<file path="config.mk">
export PLATFORM = sky130hd
export DESIGN_NAME = sdram_port_arbiter
export DESIGN_NICKNAME = d
export VERILOG_FILES = /design/src/rtl/sdram_port_arbiter.sv
export SDC_FILE = /design/constraint.sdc
export NUM_CORES = 1
export LEC_CHECK = 0
export BUFFER_PORTS_ARGS = -buffer_cell sky130_fd_sc_hd__buf_2
export CAP_MARGIN = 0
export CORE_MARGIN = 8
export CORE_UTILIZATION = 37
export CTS_BUF_LIST = sky130_fd_sc_hd__clkbuf_2
export CTS_CLUSTER_SIZE = 12
export DETAILED_ROUTE_END_ITERATION = 10
export PLACE_DENSITY = 0.84
export SYNTH_ARGS = -nofsm -noshare
export SYNTH_HDL_FRONTEND = slang
export SYNTH_SLANG_ARGS = --single-unit
</file>
<file path="constraint.sdc">
create_clock -name clk_clk -period 2.78 [get_ports clk_clk]
set_input_delay 0.278 -clock clk_clk [delete_from_list [all_inputs] [get_ports clk_clk]]
set_output_delay 0.278 -clock clk_clk [all_outputs]
set_load 0.05 [all_outputs]
</file>
<file path="src/rtl/sdram_port_arbiter.sv">
// Two-master round-robin Avalon-MM arbiter in front of the SDRAM controller, with an
// in-order return-ID FIFO for pipelined reads. Optional macro SDRAM_ARB_ERR_EN adds err_unexp_rdv.
module sdram_port_arbiter #(
    parameter int unsigned ADDR_W      = 22,
    parameter int unsigned DATA_W      = 16,
    parameter int unsigned MAX_PENDING = 4
) (
    input  logic                clk_clk,
    input  logic                reset_reset,
    input  logic [ADDR_W-1:0]   m0_address,
    input  logic                m0_read,
    input  logic                m0_write,
    input  logic [DATA_W-1:0]   m0_writedata,
    input  logic [DATA_W/8-1:0] m0_byteenable,
    output logic                m0_waitrequest,
    output logic [DATA_W-1:0]   m0_readdata,
    output logic                m0_readdatavalid,
    input  logic [ADDR_W-1:0]   m1_address,
    input  logic                m1_read,
    input  logic                m1_write,
    input  logic [DATA_W-1:0]   m1_writedata,
    input  logic [DATA_W/8-1:0] m1_byteenable,
    output logic                m1_waitrequest,
    output logic [DATA_W-1:0]   m1_readdata,
    output logic                m1_readdatavalid,
    output logic [ADDR_W-1:0]   s_address,
    output logic                s_read,
    output logic                s_write,
    output logic [DATA_W-1:0]   s_writedata,
    output logic [DATA_W/8-1:0] s_byteenable,
    input  logic                s_waitrequest,
    input  logic [DATA_W-1:0]   s_readdata,
    input  logic                s_readdatavalid
`ifdef SDRAM_ARB_ERR_EN
    ,
    output logic                err_unexp_rdv
`endif
);

    localparam int unsigned BE_W  = DATA_W / 8;
    localparam int unsigned PTR_W = $clog2(MAX_PENDING);
    localparam int unsigned CNT_W = PTR_W + 1;

    typedef enum logic {IDLE = 1'b0, BUSY = 1'b1} state_t;

    state_t           state_q;
    logic             grant_q;
    logic             last_grant_q;
    logic [PTR_W-1:0] wr_ptr_q;
    logic [PTR_W-1:0] rd_ptr_q;
    logic [CNT_W-1:0] count_q;
    logic             id_mem_q [MAX_PENDING];

    logic              req0, req1, busy, full, empty;
    logic              sel_read, sel_write;
    logic [ADDR_W-1:0] sel_addr;
    logic [DATA_W-1:0] sel_wdata;
    logic [BE_W-1:0]   sel_be;
    logic              accept, push, pop, drop, head_id;

    assign req0 = m0_read | m0_write;
    assign req1 = m1_read | m1_write;
    assign busy = (state_q == BUSY);

    // Granted master's command, presented to the slave only while BUSY
    assign sel_read  = grant_q ? m1_read       : m0_read;
    assign sel_write = grant_q ? m1_write      : m0_write;
    assign sel_addr  = grant_q ? m1_address    : m0_address;
    assign sel_wdata = grant_q ? m1_writedata  : m0_writedata;
    assign sel_be    = grant_q ? m1_byteenable : m0_byteenable;

    assign full  = (count_q == CNT_W'(MAX_PENDING));
    assign empty = (count_q == '0);

    assign s_read       = busy & sel_read & ~full;
    assign s_write      = busy & sel_write;
    assign s_address    = busy ? sel_addr  : '0;
    assign s_writedata  = busy ? sel_wdata : '0;
    assign s_byteenable = busy ? sel_be    : '0;

    assign accept = (s_read | s_write) & ~s_waitrequest;
    assign push   = accept & s_read;
    assign drop   = busy & ~sel_read & ~sel_write;

    assign m0_waitrequest = ~(accept & ~grant_q);
    assign m1_waitrequest = ~(accept & grant_q);

    // Returns are routed by the oldest outstanding read ID
    assign head_id          = id_mem_q[rd_ptr_q];
    assign pop              = s_readdatavalid & ~empty;
    assign m0_readdata      = s_readdata;
    assign m1_readdata      = s_readdata;
    assign m0_readdatavalid = pop & ~head_id;
    assign m1_readdatavalid = pop & head_id;

    always_ff @(posedge clk_clk) begin
        if (reset_reset) begin
            state_q      <= IDLE;
            grant_q      <= 1'b0;
            last_grant_q <= 1'b1;
            wr_ptr_q     <= '0;
            rd_ptr_q     <= '0;
            count_q      <= '0;
        end else begin
            case (state_q)
                IDLE: begin
                    if (req0 | req1) begin
                        grant_q <= (req0 & req1) ? ~last_grant_q : req1;
                        state_q <= BUSY;
                    end
                end
                BUSY: begin
                    if (accept) begin
                        last_grant_q <= grant_q;
                        state_q      <= IDLE;
                    end else if (drop) begin
                        state_q <= IDLE;
                    end
                end
                default: state_q <= IDLE;
            endcase

            if (push) wr_ptr_q <= wr_ptr_q + PTR_W'(1);
            if (pop)  rd_ptr_q <= rd_ptr_q + PTR_W'(1);
            case ({push, pop})
                2'b10:   count_q <= count_q + CNT_W'(1);
                2'b01:   count_q <= count_q - CNT_W'(1);
                default: count_q <= count_q;
            endcase
        end
    end

    always_ff @(posedge clk_clk) begin
        if (push) id_mem_q[wr_ptr_q] <= grant_q;
    end

`ifdef SDRAM_ARB_ERR_EN
    logic err_q;

    // Sticky flag: stray return data or a granted master withdrawing its request
    always_ff @(posedge clk_clk) begin
        if (reset_reset) begin
            err_q <= 1'b0;
        end else if ((s_readdatavalid & empty) | drop) begin
            err_q <= 1'b1;
        end
    end

    assign err_unexp_rdv = err_q;
`endif

endmodule

</file>
=== Word level (Yosys, flattened, before mapping) ===
Memory sizes are Yosys's and may differ from the RTL's. A register that Yosys moved wholly into a read port is not among the register bits.
Index checks and enable logic that the tools add are counted.
Widths: inputs -> output; s select.

* Logic and storage cells: 64
* RAM bits: 4
* Memories kept: 1
* Bits in registers: 10

{| class="wikitable"
|+ Memories
! memory !! words !! bits a word !! rd ports !! clocked after Yosys merged registers in !! wr ports !! line !! source
|-
| id_mem_q || 4 || 1 || 1 || 1 || 1 || 52 || <nowiki>logic id_mem_q [MAX_PENDING];</nowiki>
|}

* Add/subtract/negate cells: 4
* Reductions and logical operators: 4
* Eq/ne operators: 3
* Bitwise operators: 28
* Mux-type cells: 18

{| class="wikitable"
|+ Operator list
! operator !! number
|-
| $mux 22 || 2
|-
| $mux 16 || 2
|-
| $and 1x1->1 || 13
|-
| $not 1->1 || 11
|-
| $mux 1 || 8
|-
| $mux 2 || 4
|-
| $pmux 3 s2 || 1
|-
| $add 2x1->2 const B || 2
|-
| $or 1x1->1 || 4
|-
| $reduce_and 2->1 || 2
|-
| $add 3x1->3 const B || 1
|-
| $eq 3x3->1 const B || 1
|-
| $logic_not 3->1 || 1
|-
| $sub 3x1->3 const B || 1
|-
| $eq 2x1->1 const B || 1
|-
| $eq 2x2->1 const B || 1
|-
| $pmux 1 s2 || 1
|-
| $reduce_bool 2->1 || 1
|}

=== Depth between registers and ports, before layout ===
Gate-level depths: netlist (run 1).

* Depth after elaboration: 8
* Mapped depth: 10
* Mapped depth without buffers: 9

=== Least setup slack after synthesis (run 1) ===
No wires, ideal clock.

* Path type: reg2reg
* From: reg grant_q
* To: reg count_q[2]
* Period minus slack after synthesis: 2,221 ps
* Buffers on the path: 1
* Setup slack: 559 ps
* Stages on the path, launching flop included: 11
* Data arrival time: 2,150 ps
* Cells stage by stage: dfxtp_1 > buf_4 > mux2i_1 > nor4b_4 > inv_1 > ha_1 > inv_1 > fa_1 > xor2_1 > or3_1 > a21oi_1

* Word-level cells in the longest chain between the ends: 8
* Elaborated cells on any way between the ends: 12

{| class="wikitable"
|+ RTL lines
! what !! line !! source
|-
| from (decl) || 47 || <nowiki>logic grant_q;</nowiki>
|-
| from (signal assigned) || 108 || <nowiki>grant_q <= (req0 & req1) ? ~last_grant_q : req1;</nowiki>
|-
| $mux 1 || 66 || <nowiki>assign sel_read = grant_q ? m1_read : m0_read;</nowiki>
|-
| $and 1x1->1 (2 in a row) || 75 || <nowiki>assign s_read = busy & sel_read & ~full;</nowiki>
|-
| $or 1x1->1 || 81 || <nowiki>assign accept = (s_read | s_write) & ~s_waitrequest;</nowiki>
|-
| $and 1x1->1 || 81 ||
|-
| $and 1x1->1 * || 82 || <nowiki>assign push = accept & s_read;</nowiki>
|-
| $eq 2x1->1 / $eq 2x2->1 (equally long branches) || 125 || <nowiki>case ({push, pop})</nowiki>
|-
| $pmux 3 s2 / $reduce_bool 2->1 (equally long branches) || - ||
|-
| to (signal assigned) || 126 || <nowiki>2'b10: count_q <= count_q + CNT_W'(1);</nowiki>
|-
| to (signal assigned) || 127 || <nowiki>2'b01: count_q <= count_q - CNT_W'(1);</nowiki>
|-
| to (signal assigned) || 128 || <nowiki>default: count_q <= count_q;</nowiki>
|-
| to (decl) || 51 || <nowiki>logic [CNT_W-1:0] count_q;</nowiki>
|}

Every way passes the cells marked *; elsewhere a longest branch is shown, timed or not.
A chain may end at the register's enable or synchronous reset.

=== Worst setup path in the final report (run 1) ===
* From: reg grant_q
* To: out m1_waitrequest

* Word-level cells in the longest chain between the ends: 7
* Elaborated cells on any way between the ends: 9

{| class="wikitable"
|+ RTL lines
! what !! line !! source
|-
| $mux 1 || 66 ||
|-
| $and 1x1->1 (2 in a row) || 75 ||
|-
| $or 1x1->1 || 81 ||
|-
| $and 1x1->1 || 81 ||
|-
| $and 1x1->1 * || 86 || <nowiki>assign m1_waitrequest = ~(accept & grant_q);</nowiki>
|-
| $not 1->1 * || 86 ||
|-
| to (decl) || 23 || <nowiki>output logic m1_waitrequest,</nowiki>
|}

Marks and branches as above.

==> reports/metrics.cfg, run 1 <==
[sta]
setup_viol=0
slew_headroom=0.5246
fin_setup_tns_ps=0
grt_setup_unrepaired=no
period_share=0.8847
worstMarginPinSlew_ps=713.1
finalCriticalPeriod_ps=2459
slew_viol_final=0
finClkSkew_ps=9.840
hold_viol=0
max_freq_mhz=406.6

[global_routing]
grt_max_degree=50
grt_pass1_vias=1688
grt_pass1_wl_mm=7.762
track_usage=0.1303
overflow=0
antenna_found_initial=0

[routing]
drt_iter0_drc=67
drc=0
via_per_inst=4.564
routed_wl_mm=5.086
via_count=1611
wl_per_cell_um=14.41
drt-pass1-iter-count=4
ant_nets=0

[cts]
clock_sinks=16
clkLatencyLatePin_ps=280
postCtsSetupRepairBufs=0
cts_max_level=1
clk_pin_slew_ps=150
cts_buffers=3
clockBufferDepth=2
cts_tree=done
cts_root_buf=clkbuf_2
cts_resized=0
ctsHoldBuffers=0

[logic_synthesis]
ys_seq_area_frac=0.2062
synth_ff_type=dfxtp_1
syn_area_um2=1748
netlist_instances=203
synth_seq_cells=16
synth_cell_types=28
synthArstFlopShare=0
synth_area_leaders=mux2i_1 (25%), nor2b_1 (15%), buf_4 (14%)
yosys_warnings=0
synth-edff-count=4
synth_top_area_share=0.2462
syn_avg_cell_area_um2=8.610
yosys.area.top_type=mux2i_1
syn-num-nets=313

[setup_path]
timing.rr.start=count_q[2]$_SDFFE_PP0P_
slowest_stage=buf_4
critPathRequiredTime_ps=2500
worst_path_most_repeated_cell=nand2_1
crit_arrival_ps=2180
start_kind=flop
criticalPathCategory=flop to output pin
regToRegSetupSlack_ps=380
slowest_delay_ps=550
crit_buf_inv=2
cp-end-kind=output pin
reg2reg_depth=9
cp_top_family=buffers and inverters
cp.depth=6
timing.rr.end=count_q[2]$_SDFFE_PP0P_
crit_chain=buf_4 > mux2_2 > nand2_1 > o21bai_2 > nand2_1 > buf_2
cp_max_fo=49

[placed_design]
place.gp.congestion=0.7370
dp_hpwl_mm=4.376
io_buffer_count=133

[status]
outcome=finished, final reports clean

[layout]
drive_above_1_share=0.4783
final_util=0.4811
area_growth_pct=27.42
num_antenna_cells=0
final_nets=410

[floorplanning]
dieArea_um2=7179
die_w_um=84.73
start_util=0.3776
rows=25
core_um2=4629
ios=182
die_h_um=84.73

[min_path]
hold_depth=4
min_to=grant_q$_SDFFE_PP0P_
hp-class=input pin to flop
min_from=m0_write

[flow_run]
cap_violations=0

[power_and_ir_drop]
p_per_area_nw_per_um2=436.7
cellLeakagePower_nw=1.092
ir_worst_vdd_uv=167.8

-- worst register-to-register path, cell delays in order (launching register included) --
cell	delay (ps)
dfxtp_1	400
nor3b_1	490
nor4b_4	150
inv_1	90
ha_1	180
inv_1	60
fa_1	370
xor2_1	160
or3_1	310
a21oi_1	140
-- synthesized netlist by cell type (2+ instances only) --
| cell type | n |
|---|---|
| clkbuf_1 | 7 |
| xnor2_1 | 2 |
| nor2b_1 | 41 |
| o21ai_0 | 3 |
| dfxtp_1 | 12 |
| ha_1 | 5 |
| nor2_1 | 14 |
| and2_1 | 5 |
| nand2b_1 | 2 |
| nand2_1 | 4 |
| buf_4 | 33 |
| mux2i_1 | 43 |
| inv_1 | 7 |
| xor2_1 | 3 |
| a21oi_1 | 4 |
| buf_2 | 3 |
| edfxtp_1 | 4 |
-- final cells by class --
cell class / count / area, um2
multi-input combinational: 137 / 1072
tap: 54 / 67.56
fill: 447 / 2402
timing repair buffer: 135 / 680.7
inverter: 7 / 26.28
clock buffer: 3 / 15.01
clock inverter: 1 / 3.754
sequential: 16 / 361.6
-- cells in the final DEF, fill, tap and decap left out --
cell type,instances
dfxtp_1,11
xnor2_1,2
xor2_1,3
a21oi_1,4
nand2_1,4
buf_4,2
fa_1,1
nor3b_1,1
ha_1,5
a21boi_0,1
clkinv_1,1
nor4b_4,1
nor2b_1,41
mux2_2,1
and2_1,5
mux2i_1,43
o21ai_0,3
or3_1,1
clkbuf_2,3
a31oi_1,1
buf_2,133
dfxtp_2,1
nand2b_1,2
inv_1,7
o31a_1,1
nor2_1,14
o21bai_2,1
a21o_1,1
mux4_2,1
edfxtp_1,4
-- logic make-up (layout without fill, tap and decap cells) --
group / Yosys count / after routing / share of synthesized area
compound gates: 12 / 12 / 0.04367
flops: 16 / 16 / 0.2062
simple gates: 69 / 69 / 0.2319
mux: 45 / 45 / 0.2656
fa+ha+maj: 6 / 6 / 0.04724
buf+inv: 50 / 146 / 0.1804
xor+xnor: 5 / 5 / 0.02506
-- power breakdown --
group	switching, mW	total (mW)	internal [mW]
registers	0.0152	0.276	0.261
logic	0.392	0.596	0.204
clock network	0.0694	0.101	0.0313
total	0.476	0.973	0.496
-- how the worst max path moves through the flow --
| stage | start | slack (ps) | end |
|---|---|---|---|
| 4_1_cts | grant_q$_SDFFE_PP0P_ | 240 | m1_waitrequest |
| 5_1_grt | grant_q$_SDFFE_PP0P_ | 120 | m1_waitrequest |
| 3_5_place_dp | count_q[2]$_SDFFE_PP0P_ | 370 | count_q[2]$_SDFFE_PP0P_ |
| 6_report | grant_q$_SDFFE_PP0P_ | 320 | m1_waitrequest |
| 2_1_floorplan | grant_q$_SDFFE_PP0P_ | 560 | count_q[2]$_SDFFE_PP0P_ |
| 3_3_place_gp | count_q[2]$_SDFFE_PP0P_ | 510 | count_q[2]$_SDFFE_PP0P_ |
-- per-stage QoR --
| step | power, mW | hold slack [ps] | worst slack, ps | cells | area, um2 |
|---|---|---|---|---|---|
| 2_1_floorplan | 0.8472 | 440.3 | 558.9 | 203 | 1748 |
| 3_3_place_gp | 0.8695 | 483.2 | 509.7 | 349 | 2208 |
| 3_5_place_dp | 0.8830 | 506.2 | 374.5 | 349 | 2208 |
| 4_1_cts | 0.9832 | 273.3 | 237.0 | 353 | 2227 |
| 5_1_grt | 1.034 | 289.0 | 120.0 | 353 | 2227 |
| 6_report | 0.9727 | 292.0 | 320.6 | 353 | 2227 |
-- layer usage --
| layer | routed length [um] | part of all wire | GRT usage |
|---|---|---|---|
| met2 | 2593 | 0.51 | 0.2348 |
| met1 | 1937 | 0.38 | 0.1335 |
| met4 | 27 | 0.0053 | 0.02913 |
| met3 | 529 | 0.10 | 0.06049 |
| met5 | 0 | 0 | 0 |
Note: power is estimated with default switching activity, not from simulation.
==> run 2, diff against run 1 <==
- ABC_AREA: not set -> 1
- CORE_UTILIZATION: 37 -> 36
- PLACE_DENSITY: 0.84 -> not set
- PLACE_DENSITY_LB_ADDON: not set -> 0.3
==> run 2 against run 1 <==
Effect of this change:
- synthesized area is 5.7% lower
- non-clock buffer count increased by 1
- hold slack got worse by 110 ps
- register-to-register slack better by 470 ps
- via count grew 21%
- maximum frequency is 15% higher
- power is 2.9% lower
- largest cell class unchanged
==> reports/metrics.cfg, run 2 <==
[status]
outcome=finished, final reports clean

[placed_design]
io_buffer_count=133  ; unchanged
dp_hpwl_mm=5.069  ; +16%
place_area_um2=2091  ; -5.3%
place.gp.congestion=0.7881  ; +6.9%

[logic_synthesis]
synthArstFlopShare=0  ; unchanged
syn_area_um2=1649  ; -5.7%
netlist_instances=272  ; +34%
synth_area_leaders=nor2_1 (22%), dfxtp_1 (15%), buf_4 (15%)
synth_ff_type=dfxtp_1
syn_avg_cell_area_um2=6.063  ; -30%
yosys_warnings=0  ; unchanged
ys_seq_area_frac=0.2185  ; +0.01236
synth_seq_cells=16  ; unchanged
yosys.area.top_type=nor2_1
synth_commonest_cells=nor2_1 (98), o21ai_0 (44), buf_4 (32)
synth_cell_types=23  ; -18%
syn-num-nets=382  ; +22%
synth-edff-count=4  ; unchanged
synthMostInstantiatedCell=nor2_1
synth_top_area_share=0.2231  ; -0.02318

[sta]
slew_viol_final=0  ; unchanged
fin_setup_tns_ps=0  ; unchanged
finalCriticalPeriod_ps=2146  ; -313.8 ps
worstMarginPinSlew_ps=414.8  ; -298.3 ps
hold_viol=0  ; unchanged
finClkSkew_ps=6.197  ; -3.643 ps
max_freq_mhz=466.1  ; +15%
slew_headroom=0.7235  ; +0.1988
period_share=0.7718  ; -0.1129
grt_setup_unrepaired=no
setup_viol=0  ; unchanged

[global_routing]
track_usage=0.1618  ; +0.03144
antenna_found_initial=0  ; unchanged
grt_max_degree=48  ; -4.0%
grt_pass1_vias=1837  ; +8.8%
grt_pass1_wl_mm=9.673  ; +25%
overflow=0  ; unchanged

[floorplanning]
ios=182  ; unchanged
rows=24  ; -4.0%
start_util=0.3761  ; -0.001426
core_um2=4384  ; -5.3%
die_w_um=83.68  ; -1.2%
die_h_um=83.68  ; -1.2%
dieArea_um2=7002  ; -2.5%

[setup_path]
critPathRequiredTime_ps=2500  ; about the same
crit_arrival_ps=1870  ; -310 ps
cp_max_fo=47  ; -4.1%
start_kind=flop
cp-end-kind=output pin
criticalPathCategory=flop to output pin

[cts]
cts_resized=0  ; unchanged
postCtsSetupRepairBufs=0  ; unchanged
cts_root_buf=clkbuf_2
clockBufferDepth=2  ; unchanged
cts_tree=done
cts_buffers=3  ; unchanged
ctsHoldBuffers=0  ; unchanged
clk_pin_slew_ps=160  ; about the same
cts_max_level=1  ; unchanged
clkLatencyLatePin_ps=290  ; about the same
clock_sinks=16  ; unchanged

[routing]
via_count=1949  ; +21%
via_per_inst=4.663  ; +2.2%
drc=0  ; unchanged
ant_nets=0  ; unchanged
drt-pass1-iter-count=4  ; unchanged
wl_per_cell_um=14.79  ; +2.6%
routed_wl_mm=6.181  ; +22%
drt_iter0_drc=46  ; -31%

[layout]
drive_above_1_share=0.3934  ; -0.08482
nFillCells=482  ; +7.8%
final_nets=477  ; +16%
num_antenna_cells=0  ; unchanged
final_common_cell=buf_2
final_util=0.4812  ; about the same
area_growth_pct=27.92
mostFrequentLayoutCells=buf_2 (133), nor2_1 (98), o21ai_0 (44)
final_area_um2=2110  ; -5.3%

[power_and_ir_drop]
ir_worst_vdd_uv=243.6  ; +45%
p_per_area_nw_per_um2=447.9  ; +2.6%
clkPwrFrac=0.112  ; +0.008
cellInternalPower_mw=0.4434  ; -11%
switching_share=0.5307  ; +0.04100
cellLeakagePower_nw=1.216  ; +11%
combPwrFrac=0.598  ; -0.014
power_frac_seq=0.290  ; +0.006
power_switching_mw=0.5014  ; +5.3%

[flow_run]
cap_violations=0  ; unchanged

[min_path]
hp-class=input pin to flop

## run 2: cell count changes in the layout (fill, tap and decap cells not counted), moves of 3 or more
cell	previous run	this run
a21oi_1	4	8
xor2_1	3	0
nand2_1	4	18
and2_1	5	1
o21ai_0	3	44
inv_1	7	17
nand3_1	0	8
nor2b_1	41	0
nor2_1	14	98
mux2i_1	43	0
## run 2: critical path, stage by stage, from the launching register on
cell and delay [ps]:
dfxtp_1 460, buf_4 400, nand2_1 100, nand2_1 100, nand2_1 80, nand2_1 110
nand3_1 80, buf_2 240
## run 2: layout make-up
class | count | area (um2) | share of cell area
Sequential cell | 16 | 360.3 | 0.1708
Clock buffer | 3 | 15.01 | 0.007117
Tap cell | 52 | 65.06 | 0.03084
Clock inverter | 1 | 3.754 | 0.001779
Multi-Input combinational cell | 191 | 900.9 | 0.4270
Timing Repair Buffer | 136 | 688.2 | 0.3262
Inverter | 19 | 76.32 | 0.03618
## run 2: stage by stage
step | hold slack (ps) | worst slack (ps) | instances | power [mW]
detailed placement | 470.5 | 880.4 | 414 | 0.8451
global route | 167.3 | 453.5 | 418 | 1.006
finish | 177.5 | 634.5 | 418 | 0.9448
floorplan | 347.1 | 928.6 | 272 | 0.8118
global placement | 457.7 | 870.7 | 414 | 0.8415
CTS | 166.1 | 612.9 | 418 | 0.9513
## run 2: final timing paths
kind,from,endpoint,slack [ps],cells past startpoint
min reg2reg,rd_ptr_q[1]$_SDFFE_PP0P_,flop,490,2
max reg2reg,count_q[1]$_SDFFE_PP0P_,count_q[2]$_SDFFE_PP0P_,850,10
max,grant_q$_SDFFE_PP0P_,m1_waitrequest,630,7
min,reset_reset,grant_q$_SDFFE_PP0P_,180,2
## run 2: logic make-up after synthesis
group                      share of synthesized area
AOI/OAI and AO/OA                             0.1738
buffers and inverters                         0.2352
and+or+nand+nor                               0.3225
DFF                                           0.2185
adders and majority gates                    0.05008
## run 2: per-layer routing
metal	up-vias	track usage	routed length, um
li1	1015	-	-
met1	852	0.1735	2424
met2	68	0.3060	3291
met3	14	0.03711	388
met4	0	0.04082	77
met5	-	0	0
## run 2: power by group through the flow
| stage | Sequential [mW] | Combinational (mW) | Clock [mW] |
|---|---|---|---|
| after floorplan | 0.275 | 0.537 | 0 |
| after global placement | 0.278 | 0.563 | 0 |
| after detailed placement | 0.279 | 0.566 | 0 |
| after CTS | 0.274 | 0.568 | 0.109 |
| after global routing | 0.276 | 0.612 | 0.117 |
| final | 0.274 | 0.565 | 0.106 |
